**src/rtl/gate_test_driver.sv**
```systemverilog
// Bring-up driver for the two-input basic-gate unit: sweeps a/b, checks the nine outputs,
// and reports pass, a saturating error count and a sticky fail mask. Optional: GATE_TEST_FIRST_FAIL_EN.
module gate_test_driver #(
    parameter int SETTLE_CYCLES = 2,
    parameter int LOOPS         = 1,
    parameter int ERR_CNT_W     = 8
) (
    input  logic                 clk,
    input  logic                 rst_n,
    input  logic                 start,
    output logic                 a_o,
    output logic                 b_o,
    input  logic [8:0]           gate_in,
    output logic                 busy,
    output logic                 done,
    output logic                 pass,
    output logic [ERR_CNT_W-1:0] err_cnt,
    output logic [8:0]           fail_mask,
`ifdef GATE_TEST_FIRST_FAIL_EN
    output logic                 first_fail_vld,
    output logic [1:0]           first_fail_idx,
    output logic [8:0]           first_fail_obs,
`endif
    output logic [1:0]           vec_idx
);

    localparam int SW = (SETTLE_CYCLES > 1) ? $clog2(SETTLE_CYCLES) : 1;
    localparam int LW = (LOOPS > 1) ? $clog2(LOOPS) : 1;
    localparam logic [SW-1:0] SETTLE_LOAD = SW'((SETTLE_CYCLES > 0) ? SETTLE_CYCLES - 1 : 0);
    localparam logic [LW-1:0] LOOP_LAST   = LW'(LOOPS - 1);

    typedef enum logic [2:0] {
        S_IDLE,
        S_DRIVE,
        S_SETTLE,
        S_CHECK,
        S_DONE
    } state_t;

    state_t        state, state_nxt;
    logic [SW-1:0] settle_cnt;
    logic [LW-1:0] loop_cnt;
    logic [8:0]    expected;
    logic [8:0]    mismatch;
    logic          last_vec;

    // Bit order matches gate_in: and, or, not_a, nand, nor, xor, xnor, buf_a, buf_b.
    assign expected = {b_o, a_o, ~(a_o ^ b_o), a_o ^ b_o, ~(a_o | b_o),
                       ~(a_o & b_o), ~a_o, a_o | b_o, a_o & b_o};
    assign mismatch = gate_in ^ expected;
    assign last_vec = (vec_idx == 2'd3) && (loop_cnt == LOOP_LAST);

    always_ff @(posedge clk or negedge rst_n) begin
        if (!rst_n) state <= S_IDLE;
        else        state <= state_nxt;
    end

    always_comb begin
        // NOTE: default assigned first so no path through the case leaves state_nxt unassigned (no latch).
        state_nxt = state;
        case (state)
            S_IDLE:   if (start) state_nxt = S_DRIVE;
            S_DRIVE:  state_nxt = (SETTLE_CYCLES > 0) ? S_SETTLE : S_CHECK;
            S_SETTLE: if (settle_cnt == '0) state_nxt = S_CHECK;
            S_CHECK:  state_nxt = last_vec ? S_DONE : S_DRIVE;
            S_DONE:   state_nxt = S_IDLE;
            default:  state_nxt = S_IDLE;
        endcase
    end

    // NOTE: non-blocking assignments so every register samples the pre-edge values of the others.
    always_ff @(posedge clk or negedge rst_n) begin
        if (!rst_n) begin
            a_o            <= 1'b0;
            b_o            <= 1'b0;
            busy           <= 1'b0;
            done           <= 1'b0;
            pass           <= 1'b0;
            err_cnt        <= '0;
            fail_mask      <= '0;
            vec_idx        <= '0;
            loop_cnt       <= '0;
            settle_cnt     <= '0;
`ifdef GATE_TEST_FIRST_FAIL_EN
            first_fail_vld <= 1'b0;
            first_fail_idx <= '0;
            first_fail_obs <= '0;
`endif
        end else begin
            done <= 1'b0;
            case (state)
                S_IDLE: begin
                    if (start) begin
                        err_cnt        <= '0;
                        fail_mask      <= '0;
                        pass           <= 1'b0;
                        vec_idx        <= '0;
                        loop_cnt       <= '0;
`ifdef GATE_TEST_FIRST_FAIL_EN
                        first_fail_vld <= 1'b0;
                        first_fail_idx <= '0;
                        first_fail_obs <= '0;
`endif
                    end
                end
                S_DRIVE: begin
                    a_o        <= vec_idx[1];
                    b_o        <= vec_idx[0];
                    busy       <= 1'b1;
                    settle_cnt <= SETTLE_LOAD;
                end
                S_SETTLE: begin
                    if (settle_cnt != '0) settle_cnt <= settle_cnt - 1'b1;
                end
                S_CHECK: begin
                    fail_mask <= fail_mask | mismatch;
                    if ((mismatch != '0) && (err_cnt != '1)) err_cnt <= err_cnt + 1'b1;
`ifdef GATE_TEST_FIRST_FAIL_EN
                    if ((mismatch != '0) && !first_fail_vld) begin
                        first_fail_vld <= 1'b1;
                        first_fail_idx <= vec_idx;
                        first_fail_obs <= gate_in;
                    end
`endif
                    if (!last_vec) begin
                        vec_idx <= vec_idx + 1'b1;
                        if (vec_idx == 2'd3) loop_cnt <= loop_cnt + 1'b1;
                    end
                end
                S_DONE: begin
                    done <= 1'b1;
                    busy <= 1'b0;
                    pass <= (err_cnt == '0);
                end
                default: ;
            endcase
        end
    end

endmodule
```
**config.mk**
```make
export PLATFORM = sky130hd
export DESIGN_NAME = gate_test_driver
export DESIGN_NICKNAME = d
export VERILOG_FILES = /design/src/rtl/gate_test_driver.sv
export SDC_FILE = /design/constraint.sdc
export NUM_CORES = 1
export LEC_CHECK = 0
export BUFFER_PORTS_ARGS = -buffer_cell sky130_fd_sc_hd__buf_2
export CAP_MARGIN = 5
export CELL_PAD_IN_SITES_DETAIL_PLACEMENT = 1
export CELL_PAD_IN_SITES_GLOBAL_PLACEMENT = 2
export CORE_MARGIN = 2
export CORE_UTILIZATION = 28
export DETAILED_ROUTE_END_ITERATION = 8
export PLACE_DENSITY_LB_ADDON = 0.25
export SLEW_MARGIN = 20
export SYNTH_ARGS = -nofsm -noshare
export SYNTH_HDL_FRONTEND = slang
export SYNTH_SLANG_ARGS = --single-unit
```
**constraint.sdc**
```tcl
create_clock -name clk -period 2.35 [get_ports clk]
set_input_delay 0 -clock clk [delete_from_list [all_inputs] [get_ports clk]]
set_output_delay 0 -clock clk [all_outputs]
set_load 0.1 [all_outputs]
```
Word level (Yosys, flattened, before mapping)
Cells that the tools add are included.

storage, ports and cells
  flip-flop bits (word level) = 29
  bits in latches = 0
  bits in writable memories = 0
  bits in read-only memories = 0
  input bits = 12
  output and inout port bits = 24
  logic and storage cells = 72
  memories kept = 0

operators by class
  add/sub/neg operators = 4
  multipliers = 0
  divide/modulo/power cells = 0
  magnitude comparators = 0
  eq/ne operators = 11
  shift-type cells = 0
  multiplexer cells = 21
  bitwise operators = 10
  reduce and logical (&&, ||, !) cells = 15

operator list
  kind                 number
  $pmux 9 s2           1
  $mux 8               2
  $pmux 8 s2           1
  $pmux 3 s4           1
  $ne 2x2->1 const B   5
  $mux 3               3
  $mux 9               1
  $or 9x9->9           1
  $reduce_bool 9->1    1
  $xor 9x9->9          1
  $add 8x1->8 const B  1
  $logic_not 8->1      1
  $ne 8x8->1 const B   1
  $pmux 1 s2           4
  $reduce_bool 2->1    4
  $eq 3x2->1 const B   2
  $reduce_and 2->1     3
  $reduce_and 3->1     2
  $mux 1               5
  $not 1->1            5
  $mux 2               2
  $pmux 2 s2           1
  $reduce_and 4->1     1
  $eq 3x1->1 const B   1
  other kinds (10)     11

Depth between registers and ports, before layout
  depth after elaboration = 7
  mapped depth = 7
  gate-level depth less buffers = 7

Worst setup path before layout
Ideal clock, no wire load.

  path kind = register to register
  start = register a_o
  end = register err_cnt[7]
  library setup time = 0.091 ns
  arrival time = 2.971 ns
  setup slack = -0.712 ns
  stages on the path, launching flop included = 8
  clock period less this slack = 3.062 ns
  cell sequence = dfrtp_1 > inv_1 > ha_1 > or3b_2 > a222oi_1 > nand2_2 > a31o_4 > o221ai_1

on the way
  word-level cells in the longest chain between the ends = 7
  elaborated cells on any way between the ends = 12

RTL lines
  element                              RTL line  source
  start, declared                      11        output logic a_o,
  start signal, assigned               107       a_o <= vec_idx[1];
  $and 1x1->1 (tied with other cells)  49        ~(a_o & b_o), ~a_o, a_o | b_o, a_o & b_o};
  $not 1->1 (on tied branches)         49, 48
  $xor 9x9->9 *                        50        assign mismatch = gate_in ^ expected;
  $reduce_bool 9->1 *                  117       if ((mismatch != '0) && (err_cnt != '1)) err_cnt <= err_cnt + 1'b1;
  $logic_and 1x1->1 *                  117
  $ne 2x2->1 (no line) *               -
  $reduce_and 3->1 (no line) *         -
  end signal, assigned                 117
  end, declared                        17        output logic [ERR_CNT_W-1:0] err_cnt,

Every way passes the cells marked *; elsewhere a longest branch is shown, timed or not.
A chain may end at the register's enable or synchronous reset.

Worst setup path after layout
  start = register b_o
  end = register err_cnt[5]

on the way
  word-level cells in the longest chain between the ends = 7
  elaborated cells on any way between the ends = 11

RTL lines
  element                              RTL line  source
  start, declared                      12        output logic b_o,
  start signal, assigned               108       b_o <= vec_idx[0];
  $and 1x1->1 (tied with other cells)  49
  $not 1->1 (on tied branches)         49, 48
  $xor 9x9->9 *                        50
  $reduce_bool 9->1 *                  117
  $logic_and 1x1->1 *                  117
  $ne 2x2->1 (no line) *               -
  $reduce_and 3->1 (no line) *         -

Marks and branches as above.

==> summary.md <==
| Metric | Value |
|---|---|
| Max Fclk | 451 MHz |
| Final nets | ~220 |
| Clk pin slew, worst setup/hold paths | roughly 70 ps |
| Worst Path Arrival | 2410 ps |
| Share of the synthesized area in the top cell type | around half |
| Slew headroom | between 50 and 60% |
| Largest net degree at the start of global routing | 30 |
| Commonest non-fill, non-tap cells in the layout | buf_2, dfrtp_1, a21oi_1, nor2_1 |
| Sequential share of the synthesized area | between 40% and 50% |
| Reg2reg end | err_cnt[5] |
| Register area | 736 um^2 |
| Final Cycle Share | a little over nine tenths |
| Most used DFF post-synth | dfrtp_1 |
| Cell Chain, Critical Path | inv_4 -> ha_4 -> or3b_4 -> a222oi_1 -> buf_4 -> nand2_8 -> a31o_4 -> a31oi_1 |
| Vias in the first global route | 1400 |
| Seq cells post-synth | 29 |
| Final cell count without fillers | 276 |
| Chip height | a little under 80 um |
| Final min period | around 2200 ps |
| CTS Buf Count | 5 |
| HPWL Detailed | around 3000 um |
| Max incr delay on CP | between 500 and 600 ps |
| Routed WL | slightly above 4000 um |
| Final TNS setup | 0 ps |
| Reg2reg path depth | 8 |
| DRC | 0 |
| Initial antenna violation count | 0 |
| CP Launch Type | flip-flop |
| Clk_lat worst skew | approximately 280 ps |
| Most common cell after layout, fill and taps aside | buf_2 |
| Area after DPL | between 1500 and 2000 um^2 |
| Diode count | 0 |
| Outcome | finished, final reports clean |
| Num Clock Sinks | 29 |
| Post-synth top area cell | dfrtp_1 |
| Standard-cell rows | 26 |
| Worst-Margin Slew | ~670 ps |
| Layout cells sized above 1 | approximately a third |
| Core ar. | between 5000 and 6000 um^2 |
| Fill count | roughly 630 |
| Die Wd | roughly 77 um |
| Yosys warns | 0 |
| Worst setup path endpoint | err_cnt[5] |
| Final-report max-slew violation count | 0 |
| Clock buffer depth | 2 |
| GRT overflow | 0 |
| Final hold violations | 0 |
| Global-route wire length before repair | approximately 7000 um |
| I/O pin count | 36 |
| GP Congestion | roughly 0.81 |
| Avg Inst Size Synth | about 9.4 um^2 |
| Worst path required time | 2550 ps |
| Synth area leaders | dfrtp_1, a21oi_1, ha_1, nor2_1, o21ai_0 |
| Clock Tree Root | clkbuf_8 |
| Multi-input logic area | 769 um^2 |
| Setup crit end kind | flip-flop |
| Unique cell type count in the Yosys netlist | 33 |
| Crit path kind | flip-flop to flip-flop |
| Iteration count of the initial detailed-routing pass | 4 |
| Antenna Nets Post-Route | 0 |
| Design Area, Final | approximately 2000 um^2 |
| Number of DRC markers in iteration 0 | 33 |
| Hold Slack | 101 ps |
| Layout area overhead | 31.1% |
| Die footprint | roughly 5900 um^2 |
| CP Max Fanout | 7 |
| Final setup fails | 0 |
| R2R Setup Slk | approximately 130 ps |
| Vias per inst | 4.85 |
| Placed cell count | between 200 and 300 |
| Hold_sp | gate_in[1] |
| Initial Utilization | between 20% and 30% |
| CTS tree | done |
| Routed len/inst | ~15 um |
| CP startpoint | b_o |
| RR Startpoint | b_o |
| Hold Path Class | input pin to flip-flop |
| Slowest cell on the critical path | dfrtp_4 |
| Number of max-cap violations | 0 |
| Syn nets | 176 |
| Post-synth EDFFs | 0 |
| Post-synthesis cell count | 159 |
| Clock skew | 8.49 ps |
| PortBufs | 35 |
| Gr usage total | between 10% and 20% |
| Mapped cell area | around 1500 um^2 |
| Post-synth ARST share | 100% |
| RSZ-0062 raised after global routing | no |
| Vias | roughly 1300 |
| Htree depth | 2 |
[sequential cells by signal (all words and copies together), names as in the netlist]
| signal | flops |
|---|---|
| a_o | 1 |
| b_o | 1 |
| busy | 1 |
| done | 1 |
| err_cnt | 8 |
| fail_mask | 9 |
| loop_cnt | 1 |
| pass | 1 |
| settle_cnt | 1 |
| state | 3 |
| vec_idx | 2 |
[metal layers]
layer | part of all wire, % | global-route usage, % | routed length [um] | vias up
li1 | - | - | - | 651
met1 | 45 | 18.4 | 1830 | 655
met2 | 50 | 25.3 | 2040 | 26
met3 | 3.8 | 4.47 | 154 | 6
met4 | 1.6 | 4.82 | 65 | 0
met5 | 0 | 0 | 0 | -
[worst min path at each step]
stage	to	slack, ps	cells after the start
floorplan	busy	-300	0
global placement	fail_mask[1]	80	1
detailed placement	fail_mask[1]	90	1
CTS	fail_mask[1]	100	4
global route	fail_mask[4]	100	4
finish	fail_mask[1]	100	4
[area by class of cell]
cell class | count | share of cell area [%]
Inverter | 8 | 1.79
Sequential cell | 29 | 37.5
Clock inverter | 1 | 0.255
Tap cell | 70 | 4.46
Timing Repair Buffer | 45 | 12.9
Clock buffer | 7 | 3.89
Multi-Input combinational cell | 116 | 39.2
[synthesized netlist by cell type (all sizes together), types with 2 or more instances]
master / n
a21oi: 17
a31oi: 4
and3: 5
clkbuf: 6
dfrtp: 29
ha: 5
inv: 8
nand2: 12
nand2b: 3
nand3: 4
nand3b: 4
nand4: 3
nor2: 16
nor3: 3
o21a: 2
o21ai: 13
or3b: 4
xnor2: 5
xor2: 5
[worst max-delay path, delay by kind of cell, from the launching register on]
kind / cells / cell delay (ps)
AO/OA/AOI/OAI: 3 / 730
flip-flops: 1 / 520
AND/OR/NAND/NOR: 2 / 420
buffers and inverters: 2 / 290
adder cells (fa/ha/maj): 1 / 190
[cell families after synthesis]
logic type      Yosys count  synth area share [%]
flops                    29                  48.5
simple gates             58                  20.3
buf+inv                  14                  3.51
fa+ha+maj                 5                  4.18
compound gates           42                  17.0
mux                       1                 0.669
xor+xnor                 10                  5.85
[what timing repair did]
item | in CTS | in global routing
hold endpoints to repair | 29 | 0
gates resized for setup | 0 | 3
setup buffers | 0 | 5
hold buffers | 1 | 0
setup endpoints to repair | 0 | 4
[through the flow]
step | util [%] | setup WS, ps
floorplan | - | 6.66
global placement | 35.3 | 136
detailed placement | 35.3 | 98.6
CTS | 37.1 | 79.4
global route | 38.2 | 26.9
finish | 38.2 | 134
Power is left out: the tool's default activity adds up to more than one toggle a clock period on the data nets, which glitch-free logic cannot reach.
